[src/rtl/pixel_stream_sink_if.sv]
// Pixel stream and frame-buffer write port bundle for pixel_stream_sink.
// slave is the sink side; master is the source / frame-buffer side.
interface pixel_stream_sink_if #(
  parameter int RBG_SIZE   = 24,
  parameter int ADDR_WIDTH = 19
);
  logic                  valid;
  logic                  ready;
  logic [RBG_SIZE-1:0]   colour_i;
  logic                  first;
  logic                  last_x;
  logic                  last_y;
  logic                  wr_en;
  logic [ADDR_WIDTH-1:0] wr_addr;
  logic [RBG_SIZE-1:0]   wr_data;
  logic                  wr_stall;

  modport slave (
    input  valid, colour_i, first, last_x, last_y, wr_stall,
    output ready, wr_en, wr_addr, wr_data
  );

  modport master (
    output valid, colour_i, first, last_x, last_y, wr_stall,
    input  ready, wr_en, wr_addr, wr_data
  );
endinterface

[src/rtl/pixel_stream_sink.sv]
// Pixel stream sink: regenerates x/y, checks framing, writes pixels through a 2-entry skid buffer.
// Define PIXEL_SINK_STATS_EN to add saturating frame_count / err_count outputs.
module pixel_stream_sink #(
  parameter int SCREEN_WIDTH  = 640,
  parameter int SCREEN_HEIGHT = 480,
  parameter int RBG_SIZE      = 24,
  parameter int ADDR_WIDTH    = 19
`ifdef PIXEL_SINK_STATS_EN
  ,
  parameter int CNT_WIDTH     = 16
`endif
) (
  input  logic clk,
  input  logic reset,
  pixel_stream_sink_if.slave bus,
  output logic frame_done,
  output logic sync_err
`ifdef PIXEL_SINK_STATS_EN
  ,
  output logic [CNT_WIDTH-1:0] frame_count,
  output logic [CNT_WIDTH-1:0] err_count
`endif
);

  localparam int XW = (SCREEN_WIDTH  > 1) ? $clog2(SCREEN_WIDTH)  : 1;
  localparam int YW = (SCREEN_HEIGHT > 1) ? $clog2(SCREEN_HEIGHT) : 1;
  localparam logic [XW-1:0] X_LAST = XW'(SCREEN_WIDTH - 1);
  localparam logic [YW-1:0] Y_LAST = YW'(SCREEN_HEIGHT - 1);
  localparam logic ONE_PIXEL = (SCREEN_WIDTH == 1) && (SCREEN_HEIGHT == 1);
  // Position right after pixel (0,0); a one-pixel-wide screen goes straight to line 1.
  localparam logic [XW-1:0] X_START = (SCREEN_WIDTH == 1) ? '0 : XW'(1);
  localparam logic [YW-1:0] Y_START = ((SCREEN_WIDTH == 1) && (SCREEN_HEIGHT > 1)) ? YW'(1) : '0;

  typedef enum logic {WAIT_SOF, ACTIVE} state_t;

  state_t                state, state_n;
  logic [XW-1:0]         x, x_n;
  logic [YW-1:0]         y, y_n;
  logic [ADDR_WIDTH-1:0] addr, addr_n;

  logic [1:0]            occ, occ_n;
  logic                  ready_q;
  logic                  wr_en_q;
  logic [ADDR_WIDTH-1:0] e0_addr, e1_addr;
  logic [RBG_SIZE-1:0]   e0_data, e1_data;
  logic                  e0_eof, e1_eof;

  logic                  beat, push, pop, push_eof, err;
  logic                  exp_lx, exp_ly;
  logic [ADDR_WIDTH-1:0] push_addr;

  assign beat   = bus.valid && ready_q;
  assign pop    = wr_en_q && !bus.wr_stall;
  assign exp_lx = (x == X_LAST);
  assign exp_ly = exp_lx && (y == Y_LAST);

  // Beat decode: framing check and next position
  always_comb begin
    push      = 1'b0;
    push_addr = addr;
    push_eof  = 1'b0;
    err       = 1'b0;
    state_n   = state;
    x_n       = x;
    y_n       = y;
    addr_n    = addr;
    if (beat) begin
      if (bus.first) begin
        push      = 1'b1;
        push_addr = '0;
        push_eof  = ONE_PIXEL;
        err       = (state == ACTIVE);
        x_n       = X_START;
        y_n       = Y_START;
        addr_n    = ADDR_WIDTH'(1);
        state_n   = ONE_PIXEL ? WAIT_SOF : ACTIVE;
      end else if (state == ACTIVE) begin
        if ((bus.last_x == exp_lx) && (bus.last_y == exp_ly)) begin
          push     = 1'b1;
          push_eof = exp_ly;
          if (exp_ly) begin
            state_n = WAIT_SOF;
            x_n     = '0;
            y_n     = '0;
            addr_n  = '0;
          end else if (exp_lx) begin
            x_n    = '0;
            y_n    = y + YW'(1);
            addr_n = addr + ADDR_WIDTH'(1);
          end else begin
            x_n    = x + XW'(1);
            addr_n = addr + ADDR_WIDTH'(1);
          end
        end else begin
          err     = 1'b1;
          state_n = WAIT_SOF;
          x_n     = '0;
          y_n     = '0;
          addr_n  = '0;
        end
      end
    end
  end

  assign occ_n = occ + {1'b0, push} - {1'b0, pop};

  always_ff @(posedge clk or posedge reset) begin
    if (reset) begin
      state    <= WAIT_SOF;
      x        <= '0;
      y        <= '0;
      addr     <= '0;
      sync_err <= 1'b0;
    end else begin
      state    <= state_n;
      x        <= x_n;
      y        <= y_n;
      addr     <= addr_n;
      sync_err <= err;
    end
  end

  // Skid buffer: head entry drives the write port, so it is cleared by reset
  always_ff @(posedge clk or posedge reset) begin
    if (reset) begin
      occ        <= 2'd0;
      ready_q    <= 1'b0;
      wr_en_q    <= 1'b0;
      frame_done <= 1'b0;
      e0_addr    <= '0;
      e0_data    <= '0;
      e0_eof     <= 1'b0;
    end else begin
      occ        <= occ_n;
      ready_q    <= (occ_n != 2'd2);
      wr_en_q    <= (occ_n != 2'd0);
      frame_done <= pop && e0_eof;
      if (pop && (occ == 2'd2)) begin
        e0_addr <= e1_addr;
        e0_data <= e1_data;
        e0_eof  <= e1_eof;
      end else if (push && ((occ == 2'd0) || (pop && (occ == 2'd1)))) begin
        e0_addr <= push_addr;
        e0_data <= bus.colour_i;
        e0_eof  <= push_eof;
      end
    end
  end

  always_ff @(posedge clk) begin
    if (push && (((occ == 2'd1) && !pop) || ((occ == 2'd2) && pop))) begin
      e1_addr <= push_addr;
      e1_data <= bus.colour_i;
      e1_eof  <= push_eof;
    end
  end

  assign bus.ready   = ready_q;
  assign bus.wr_en   = wr_en_q;
  assign bus.wr_addr = e0_addr;
  assign bus.wr_data = e0_data;

`ifdef PIXEL_SINK_STATS_EN
  function automatic logic [CNT_WIDTH-1:0] sat_inc(input logic [CNT_WIDTH-1:0] v);
    return (&v) ? v : v + CNT_WIDTH'(1);
  endfunction

  always_ff @(posedge clk or posedge reset) begin
    if (reset) begin
      frame_count <= '0;
      err_count   <= '0;
    end else begin
      if (frame_done) frame_count <= sat_inc(frame_count);
      if (sync_err)   err_count   <= sat_inc(err_count);
    end
  end
`endif

endmodule

[src/flat_wrapper.sv]
// flat-port wrapper written by rule: the top's interface ports become plain ports
module pixel_stream_sink_flat 
#(
  parameter int SCREEN_WIDTH  = 640,
  parameter int SCREEN_HEIGHT = 480,
  parameter int RBG_SIZE      = 24,
  parameter int ADDR_WIDTH    = 19

)
  (clk, reset, frame_done, sync_err, bus_valid, bus_colour_i, bus_first, bus_last_x, bus_last_y, bus_wr_stall, bus_ready, bus_wr_en, bus_wr_addr, bus_wr_data);
  pixel_stream_sink_if #(.RBG_SIZE(RBG_SIZE), .ADDR_WIDTH(ADDR_WIDTH)) bus_i ();
  input  logic clk;
  input  logic reset;
  output logic frame_done;
  output logic sync_err;
  input wire logic [$bits(bus_i.valid)-1:0] bus_valid;
  input wire logic [$bits(bus_i.colour_i)-1:0] bus_colour_i;
  input wire logic [$bits(bus_i.first)-1:0] bus_first;
  input wire logic [$bits(bus_i.last_x)-1:0] bus_last_x;
  input wire logic [$bits(bus_i.last_y)-1:0] bus_last_y;
  input wire logic [$bits(bus_i.wr_stall)-1:0] bus_wr_stall;
  output wire logic [$bits(bus_i.ready)-1:0] bus_ready;
  output wire logic [$bits(bus_i.wr_en)-1:0] bus_wr_en;
  output wire logic [$bits(bus_i.wr_addr)-1:0] bus_wr_addr;
  output wire logic [$bits(bus_i.wr_data)-1:0] bus_wr_data;
  assign bus_i.valid = bus_valid;
  assign bus_i.colour_i = bus_colour_i;
  assign bus_i.first = bus_first;
  assign bus_i.last_x = bus_last_x;
  assign bus_i.last_y = bus_last_y;
  assign bus_i.wr_stall = bus_wr_stall;
  assign bus_ready = bus_i.ready;
  assign bus_wr_en = bus_i.wr_en;
  assign bus_wr_addr = bus_i.wr_addr;
  assign bus_wr_data = bus_i.wr_data;
  pixel_stream_sink #(.SCREEN_WIDTH(SCREEN_WIDTH), .SCREEN_HEIGHT(SCREEN_HEIGHT), .RBG_SIZE(RBG_SIZE), .ADDR_WIDTH(ADDR_WIDTH)) u_core (.clk(clk), .reset(reset), .bus(bus_i), .frame_done(frame_done), .sync_err(sync_err));
endmodule
[config.mk]
export PLATFORM = sky130hd
export DESIGN_NAME = pixel_stream_sink_flat
export DESIGN_NICKNAME = d
export VERILOG_FILES = /design/src/rtl/pixel_stream_sink_if.sv /design/src/rtl/pixel_stream_sink.sv /design/src/flat_wrapper.sv
export SDC_FILE = /design/constraint.sdc
export NUM_CORES = 1
export LEC_CHECK = 0
export ABC_AREA = 1
export CAP_MARGIN = 20
export CORE_MARGIN = 2
export CORE_UTILIZATION = 60
export DETAILED_ROUTE_END_ITERATION = 16
export GPL_TIMING_DRIVEN = 1
export HOLD_SLACK_MARGIN = 0.06
export MAX_ROUTING_LAYER = met4
export PLACE_DENSITY = 0.86
export SETUP_SLACK_MARGIN = 0.05
export SLEW_MARGIN = 20
export SYNTH_ARGS = -nofsm -noshare
export SYNTH_HDL_FRONTEND = slang
export SYNTH_SLANG_ARGS = --single-unit
[constraint.sdc]
create_clock -name clk -period 6.9 [get_ports clk]
set_input_delay 0.69 -clock clk [delete_from_list [all_inputs] [get_ports clk]]
set_output_delay 0.69 -clock clk [all_outputs]
set_load 0.03 [all_outputs]
==> flow_summary_export.csv, run 1 <==
group,metric,value,unit
placed_design,dp.final_hpwl,8910,um
synth,synth-edff-count,44,
routing,routed_wl,14100,um
global_routing,grt-ovfl-total,0,
timing,worst_slew_pin_slew,0.902,ns
worst_setup_path,rr_worst_depth,9,
clocking,post_cts_resized,0,
synth,syn_area_per_cell,8.64,um2
synth,yosys.area_share.simple,28.0,%
power,power_leakage,0.00357,uW
cells_and_area,area_growth,23.2,%
timing,fin_crit_sh,49.8,%
synth,synthMuxAreaShare,0,%
routing,drcViolationCount,0,
clocking,hold_buffers,0,
global_routing,track_usage,27.9,%
min_path,whs_path_depth,2,
timing,setup_viol,0,
clocking,cts_setup_buffers,0,
clocking,clock_latency,0.53,ns
synth,synthAdderAreaFrac,1.01,%
clocking,clock_sinks,133,
routing,ant_nets,0,
placed_design,portBuffers,77,
synth,async_flop_share,66.9,%
run_status,outcome,"completed",
power,p_per_area,376,mW/mm2
worst_setup_path,ff2ff_setup_slack,3.67,ns
routing,wl_per_cell,15.0,um
timing,clock.fmax,0.291,GHz
worst_setup_path,crit_top_cell,"nand2_1",
cells_and_area,nNetsFinal,828,
timing,hold_violations,0,
timing,post-route-min-period,3.44,ns
synth,synth_top_family_by_area,"simple AND/OR/NAND/NOR gates",
synth,yosysWarnings,0,
clocking,h-tree-depth,4,
global_routing,grt_pass1_vias,5115,
routing,drt-vias-per-instance,5.63,
worst_setup_path,worstSetupPathType,"in2reg",
worst_setup_path,cpLargestDelayFamily,"buffers and inverters",
synth,syn_inst,720,
clocking,cts_buffers,17,
worst_setup_path,arrival,3.90,ns
clocking,cts_tree,"done",
placed_design,gp_congestion,0.876,
timing,grt_setup_unrepaired,"no",
routing,drtPass1Iterations,6,
timing,slew_violations,0,
synth,synth_cell_types,37,
clocking,ctsRootBufferMaster,"clkbuf_8",
cells_and_area,layout-drive-gt1-share,6.71,%
worst_setup_path,end_kind,"flip-flop",
synth,yosys.area_share.xor_xnor,1.69,%
min_path,hold_class,"reg2reg",
die,start_util,61.1,%
die,pin_count,78,
worst_setup_path,timing.rr.start,"u_core.bus.wr_en$_DFF_PP0_",
timing,slew_headroom,39.8,%
cells_and_area,final_util,75.3,%
die,die_w,106,um
worst_setup_path,timing.rr.end,"u_core.bus.wr_addr[7]$_DFFE_PP0P_",
timing,finalSetupTns,0,ns
cells_and_area,n_antenna_cell,0,
routing,dr.first_iter.drc_count,344,
synth,synth_top_flop_cell,"dfrtp_1",
worst_setup_path,path_cells,"clkdlybuf4s50_1 -> nor2_1 -> inv_1 -> nor3_4 -> buf_4 -> clkinv_2 -> nand2_4 -> nand2_1 -> nand2_1",
worst_setup_path,worstPathMaxFanout,71,
clocking,clk_path_buf_depth,2,
clocking,clkTransAtPathRegs,0.06,ns
timing,skew,0.00822,ns
global_routing,antenna_found_initial,0,
worst_setup_path,required,7.37,ns
worst_setup_path,slowest_stage,"clkinv_2",
routing,vias,5298,
global_routing,grt_pass1_wl,23700,um
worst_setup_path,slowest_delay,0.87,ns
synth,synth_compound_area_share,5.99,%
die,die_h,106,um
synth,syn-num-nets,756,
die,num_rows,37,
synth,synth-seq-cells,133,
synth,syn_area,0.00622,mm2
worst_setup_path,startpoint_type,"input pin",
die,core_area,0.0102,mm2
min_path,worstHoldEndpoint,"u_core.bus.wr_data[9]$_DFFE_PP0P_",
min_path,min_from,"u_core.bus.wr_data[9]$_DFFE_PP0P_",
die,dieArea,0.0112,mm2
synth,ys_seq_area_share,57.1,%
run,maxCapViolations,0,
power,vdd_drop_max,0.190,mV
global_routing,grt_start_max_net_pins,90,
worst_setup_path,cp_num_buf_inv,4,
## cell type report
type,count,area (um2)
repair buffers,80,797
clock inverters,13,181
multi-input cells,494,2300
clock buffers,19,422
well taps,136,170
inverters,66,250
flip-flops and latches,133,3550
fillers,674,2520
## metrics by stage
step	hold slack (ns)	std cells	setup WS (ns)	power, uW	cell area, um2
detailed placement	0.493	909	3.38	1970	7060
CTS	0.508	941	3.93	2890	7660
global placement	0.479	909	3.54	1940	7060
global route	0.541	941	3.09	3030	7660
finish	0.506	941	3.46	2880	7660
floorplan	0.464	720	2.76	1660	6220
## metal layers
metal / GRT usage [%] / routed length [um] / share of wire (%)
met1: 33.2 / 5640 / 40
met2: 45.5 / 7070 / 50
met3: 6.68 / 990 / 7.0
met4: 12.3 / 443 / 3.1
met5: - / 0 / 0
## where the power goes
group,internal [uW],leakage [uW],switching [uW],total [uW]
clock network,586,0.000292,329,915
logic,319,0.00168,582,901
registers,975,0.00160,93.2,1070
total,1880,0.00357,1000,2880
## worst reg2reg max path, cell delays in order (launching register included)
cell	delay (ns)
dfrtp_1	0.34
inv_1	0.04
nor2_1	0.17
inv_1	0.11
nor3_4	0.12
buf_4	0.50
clkinv_2	0.88
nand2_4	0.75
nand2_1	0.17
nand2_1	0.09
## kinds of logic after synthesis
| group | after synthesis |
|---|---|
| simple gates | 409 |
| flops | 133 |
| buf+inv | 93 |
| fa+ha+maj | 5 |
| xor+xnor | 12 |
| compound gates | 68 |
## cells in the final DEF, fill, tap and decap left out, types with 7 or more instances in the layout
master and n:
o21ai_0 34, clkbuf_16 16, nor2_1 34, nand3_1 66, clkdlybuf4s50_1 77, inv_1 61, nor3_1 14, o22ai_1 7
dfrtp_1 89, xor2_1 9, nand2_1 263, edfxtp_1 44, a21oi_1 15, nand4_1 13
## Yosys cell counts (all sizes together) (2+ instances only)
master	count	area share, %
edfxtp	44	21
nand2	269	17
or2	4	0.40
dfrtp	89	36
a22oi	2	0.24
nor3b	2	0.24
o22ai	7	0.70
clkbuf	15	0.91
nand3	66	5.3
nor2	37	2.4
xnor2	3	0.42
o21ai	36	2.9
nand4	14	1.5
ha	5	1.0
buf	12	1.3
a21oi	16	1.3
xor2	9	1.3
inv	66	4.0
nor3	15	1.4
## how the worst max path moves through the flow
stage                 start                                 end  slack [ns]  cells after the start
6_report       bus_wr_stall   u_core.bus.wr_addr[7]$_DFFE_PP0P_        3.46                      9
3_5_place_dp   bus_wr_stall   u_core.bus.wr_addr[7]$_DFFE_PP0P_        3.38                      9
5_1_grt        bus_wr_stall  u_core.bus.wr_addr[12]$_DFFE_PP0P_        3.09                      9
4_1_cts        bus_wr_stall   u_core.bus.wr_data[0]$_DFFE_PP0P_        3.93                      9
2_1_floorplan  bus_wr_stall         u_core.e1_addr[0]$_DFFE_PP_        2.76                      6
3_3_place_gp   bus_wr_stall   u_core.bus.wr_data[1]$_DFFE_PP0P_        3.54                      9
## flip-flops by register name, summed over array words and instances, names as in the netlist
signal,flops
u_core.addr,19
u_core.bus.wr_data,24
u_core.e0_eof,1
u_core.e1_data,24
u_core.frame_done,1
u_core.y,9
u_core.x,10
u_core.bus.wr_en,1
u_core.bus.ready,1
u_core.bus.wr_addr,19
u_core.e1_eof,1
u_core.occ,2
u_core.state,1
u_core.e1_addr,19
u_core.sync_err,1
Note: power is estimated with default switching activity, not from simulation.
==> run 2, diff against run 1 <==
--- a/config.mk
+++ b/config.mk
@@ -8,12 +8,12 @@
 export ABC_AREA = 1
 export CAP_MARGIN = 20
 export CORE_MARGIN = 2
-export CORE_UTILIZATION = 60
+export CORE_UTILIZATION = 50
 export DETAILED_ROUTE_END_ITERATION = 16
 export GPL_TIMING_DRIVEN = 1
 export HOLD_SLACK_MARGIN = 0.06
 export MAX_ROUTING_LAYER = met4
-export PLACE_DENSITY = 0.86
+export PLACE_DENSITY = 0.77
 export SETUP_SLACK_MARGIN = 0.05
 export SLEW_MARGIN = 20
 export SYNTH_ARGS = -nofsm -noshare
==> constraint.sdc (replaced) <==
create_clock -name clk -period 3.1 [get_ports clk]
set_input_delay 0.31 -clock clk [delete_from_list [all_inputs] [get_ports clk]]
set_output_delay 0.31 -clock clk [all_outputs]
set_load 0.03 [all_outputs]
==> flow_summary_export.csv, run 2 (synthesized netlist as in run 1, its figures left out) <==
group,metric,value,unit
run_status,outcome,"completed",
die,dieArea,0.0133,mm2
cells_and_area,final_common_cell,"nand2_1",
timing,setup_viol,0,
min_path,hold_class,"in2async",
worst_setup_path,worstPathMaxFanout,44,
worst_setup_path,crit_top_cell,"nand2_1",
timing,skew,0.00770,ns
worst_setup_path,worstSetupPathType,"reg2reg",
cells_and_area,nNetsFinal,832,
worst_setup_path,required,3.45,ns
clocking,cts_setup_buffers,0,
cells_and_area,n_fill_cell,966,
clocking,ctsRootBufferMaster,"clkbuf_16",
global_routing,track_usage,22.5,%
timing,hold_violations,0,
cells_and_area,final_cell_mix,"nand2_1, dfrtp_1, clkdlybuf4s50_1, nand3_1, inv_1",
global_routing,grt-ovfl-total,0,
worst_setup_path,slowest_stage,"nand2_4",
power,vdd_drop_max,0.364,mV
cells_and_area,area_growth,24.8,%
routing,ant_nets,0,
routing,routed_wl,13900,um
placed_design,portBuffers,77,
worst_setup_path,end_kind,"flip-flop",
timing,clock.fmax,0.405,GHz
die,die_w,116,um
clocking,hold_buffers,0,
die,die_h,116,um
clocking,h-tree-depth,4,
die,num_rows,40,
cells_and_area,final_cells,977,
placed_design,gp_congestion,0.847,
routing,drt-vias-per-instance,5.20,
worst_setup_path,slowest_delay,0.46,ns
routing,dr.first_iter.drc_count,431,
clocking,clock_sinks,133,
timing,whs,0.323,ns
power,power,6460,uW
timing,worst_slew_pin_slew,0.738,ns
die,start_util,51.6,%
timing,slew_headroom,50.7,%
clocking,clock_latency,0.42,ns
worst_setup_path,path_cells,"ha_1 -> nand4_1 -> nor2_2 -> nand2_1 -> nand2_1 -> nand4_2 -> nand2_2 -> nand2_4 -> nand2_4 -> nand2_1 -> nand2_1",
cells_and_area,n_antenna_cell,0,
placed_design,dp_cells,945,
worst_setup_path,arrival,2.82,ns
global_routing,antenna_found_initial,0,
timing,finalSetupTns,0,ns
clocking,clk_path_buf_depth,2,
global_routing,grt_start_max_net_pins,69,
clocking,cts_buffers,17,
run,maxCapViolations,0,
timing,fin_crit_sh,79.6,%
routing,vias,5084,
worst_setup_path,startpoint,"u_core.y[0]$_DFFE_PP0P_",
global_routing,grt_pass1_vias,4900,
cells_and_area,layout-drive-gt1-share,7.29,%
worst_setup_path,timing.rr.start,"u_core.y[0]$_DFFE_PP0P_",
power,p_per_area,832,mW/mm2
placed_design,dp.final_hpwl,9060,um
clocking,cts_tree,"done",
global_routing,grt_pass1_wl,22800,um
worst_setup_path,startpoint_type,"flip-flop",
routing,drcViolationCount,0,
cells_and_area,final_util,64.3,%
die,core_area,0.0121,mm2
routing,wl_per_cell,14.3,um
die,pin_count,78,
timing,grt_setup_unrepaired,"no",
clocking,clkTransAtPathRegs,0.06,ns
clocking,post_cts_resized,0,
timing,post-route-min-period,2.47,ns
power,power_leakage,0.00359,uW
timing,slew_violations,0,
routing,drtPass1Iterations,6,
## run 2: worst max-delay path: cells and delay by family, from the launching register on
family,cells,cell delay (ns)
fa+ha+maj,1,0.21
flops,1,0.38
simple gates,10,1.79
## run 2: final timing paths
kind	slack, ns	endpoint	depth (start not counted)
max in group asynchronous	2.08	u_core.addr[17]$_DFFE_PP0P_	3
hold / removal	0.32	u_core.bus.wr_addr[12]$_DFFE_PP0P_	2
min in group clk	0.48	u_core.e1_data[19]$_DFFE_PP_	1
setup / recovery	0.63	u_core.bus.wr_addr[8]$_DFFE_PP0P_	11
hold reg to reg	0.50	u_core.state$_DFFE_PP0P_	2
setup reg to reg	0.63	u_core.bus.wr_addr[8]$_DFFE_PP0P_	11
## run 2: cell type report
type,count,area [um2],area share (%)
clock buffer,20,457,5.88
inverter,66,249,3.21
tap,168,210,2.71
sequential,133,3550,45.7
clock inverter,12,153,1.97
timing repair buffer,84,848,10.9
multi-input combinational,494,2300,29.6
## run 2: through the flow
stage	area [um2]	setup slack, ns
finish	7760	0.633
global route	7760	0.369
CTS	7760	0.637
detailed placement	7150	0.523
global placement	7150	0.630
floorplan	6220	0.0779
## run 2: metal layers
layer  routed length [um]  vias to the layer above  GRT usage, %
met4                  126                        0          7.63
met3                  706                       18          5.54
met1                 6120                     2415          27.3
met2                 6990                      146          37.1
li1                     -                     2505             -
met5                    0                        -             -
## run 2: where the power goes
part | switching [uW] | leakage (uW) | internal (uW)
clock | 748 | 0.000288 | 1300
sequential | 196 | 0.00160 | 2170
combinational | 1310 | 0.00171 | 729
==> run 3, diff against run 2 <==
==> constraint.sdc (replaced) <==
create_clock -name clk -period 2.1 [get_ports clk]
set_input_delay 0.21 -clock clk [delete_from_list [all_inputs] [get_ports clk]]
set_output_delay 0.21 -clock clk [all_outputs]
set_load 0.03 [all_outputs]
==> flow_summary_export.csv, run 3 (synthesized netlist as in run 1, its figures left out) <==
group,metric,value,unit
routing,drtPass1Iterations,7,
die,die_h,116,um
routing,drt-vias-per-instance,5.33,
worst_setup_path,required,2.24,ns
die,pin_count,78,
routing,wl_per_cell,15.0,um
clocking,cts_tree,"done",
worst_setup_path,cp_num_buf_inv,2,
placed_design,gp_congestion,0.864,
power,power_leakage,0.00382,uW
cells_and_area,nNetsFinal,865,
timing,slew_headroom,61.5,%
worst_setup_path,crit_top_cell,"buf_6",
worst_setup_path,slowest_delay,0.36,ns
die,dieArea,0.0133,mm2
cells_and_area,n_antenna_cell,0,
global_routing,track_usage,23.4,%
timing,setup_viol,0,
power,vdd_drop_max,0.618,mV
cells_and_area,final_common_cell,"nand2_1",
worst_setup_path,startpoint_type,"flip-flop",
worst_setup_path,worstPathMaxFanout,5,
clocking,clock_sinks,133,
global_routing,grt-ovfl-total,0,
timing,fin_crit_sh,97.2,%
die,num_rows,40,
worst_setup_path,cpLargestDelayFamily,"simple AND/OR/NAND/NOR gates",
global_routing,antenna_found_initial,0,
routing,drcViolationCount,0,
placed_design,dp.final_hpwl,9520,um
worst_setup_path,timing.rr.start,"u_core.y[0]$_DFFE_PP0P_",
die,die_w,116,um
cells_and_area,final_cell_area,0.00829,mm2
global_routing,grt_pass1_wl,23600,um
routing,ant_nets,0,
run_status,outcome,"completed",
run,maxCapViolations,0,
timing,post-route-min-period,2.04,ns
global_routing,grt_pass1_vias,5142,
worst_setup_path,startpoint,"u_core.y[0]$_DFFE_PP0P_",
placed_design,portBuffers,77,
worst_setup_path,arrival,2.18,ns
clocking,ctsRootBufferMaster,"clkbuf_16",
timing,worst_slew_pin_slew,0.575,ns
timing,grt_setup_unrepaired,"yes",
clocking,cts_buffers,17,
cells_and_area,layout-drive-gt1-share,12.5,%
timing,skew,0.00560,ns
die,core_area,0.0121,mm2
clocking,clock_latency,0.42,ns
worst_setup_path,path_cells,"ha_1 -> nand4_1 -> nor2_2 -> nand2_2 -> nand2_4 -> nand4_4 -> a21oi_4 -> buf_6 -> buf_6",
timing,finalSetupTns,0,ns
die,start_util,51.6,%
global_routing,grt_start_max_net_pins,90,
worst_setup_path,end_kind,"flip-flop",
worst_setup_path,worstSetupPathType,"reg2reg",
clocking,clk_path_buf_depth,2,
clocking,hold_buffers,0,
placed_design,placed_cell_area,0.00735,mm2
routing,routed_wl,15100,um
cells_and_area,area_growth,33.3,%
timing,slew_violations,0,
power,p_per_area,1230,mW/mm2
routing,dr.first_iter.drc_count,472,
clocking,clkTransAtPathRegs,0.06,ns
min_path,hold_class,"in2async",
cells_and_area,final_cell_mix,"nand2_1, dfrtp_1, clkdlybuf4s50_1, nand3_1, inv_1",
timing,clock.fmax,0.490,GHz
clocking,h-tree-depth,4,
worst_setup_path,slowest_stage,"dfrtp_1",
routing,vias,5385,
timing,hold_violations,0,
run 3: cell types whose count changed in the layout (fill, tap and decap cells not counted), moves of 3 or more:
cell       change
buf_4         +20
buf_12         +6
buf_6          +4
clkbuf_16      +4
dfrtp_1        -3
dfrtp_2        +3
inv_1          -3
nand2_1        -3
run 3: layout make-up:
| type | count | area (um2) |
|---|---|---|
| Clock buffer | 23 | 510 |
| Multi-Input combinational cell | 495 | 2430 |
| Inverter | 66 | 253 |
| Clock inverter | 9 | 120 |
| Sequential cell | 133 | 3550 |
| Tap cell | 168 | 210 |
| Timing Repair Buffer | 116 | 1210 |
| Fill cell | 859 | 3770 |
run 3: final timing paths:
check | end | slack (ns) | depth (start not counted)
max | u_core.e1_data[4]$_DFFE_PP_ | 0.06 | 9
min | u_core.bus.wr_data[9]$_DFFE_PP0P_ | 0.26 | 3
max reg2reg | u_core.e1_data[4]$_DFFE_PP_ | 0.06 | 9
min reg2reg | u_core.bus.wr_data[19]$_DFFE_PP0P_ | 0.50 | 2
max in group asynchronous | u_core.x[2]$_DFFE_PP0P_ | 1.44 | 3
min in group clk | u_core.e1_data[4]$_DFFE_PP_ | 0.38 | 1
run 3: timing repair:
item                                    CTS  global route
gates resized for setup                   6            22
setup buffers                             4            11
cloned                                    0             4
endpoints found under the setup margin   80           103
pin swaps                                 3            10
run 3: layer usage:
metal / GRT usage, % / wire (um)
met1: 27.2 / 6270
met2: 38.8 / 7440
met3: 6.07 / 978
met4: 9.40 / 431
met5: - / 0
run 3: power breakdown:
part	internal [uW]	switching [uW]	leakage [uW]
Clock	2060	1070	0.000308
Sequential	3210	303	0.00160
Combinational	1450	2120	0.00192
Total	6710	3490	0.00382
run 3: per-stage QoR:
stage / hold WS, ns / setup slack, ns / std cells / utilization [%] / total power (uW)
2_1_floorplan: 0.309 / -0.303 / 720 / - / 5500
3_3_place_gp: 0.485 / 0.100 / 959 / 61.0 / 6660
3_5_place_dp: 0.495 / -0.00702 / 959 / 61.0 / 6770
4_1_cts: 0.292 / 0.0552 / 995 / 66.8 / 9930
5_1_grt: 0.304 / -0.0638 / 1010 / 68.7 / 10700
6_report: 0.262 / 0.0584 / 1010 / 68.7 / 10200
run 3: worst register-to-register path: stages (launching register included):
cell and delay [ns]:
dfrtp_1 0.36, ha_1 0.20, nand4_1 0.14, nor2_2 0.23, nand2_2 0.12, nand2_4 0.10, nand4_4 0.13, a21oi_4 0.20
buf_6 0.14, buf_6 0.13
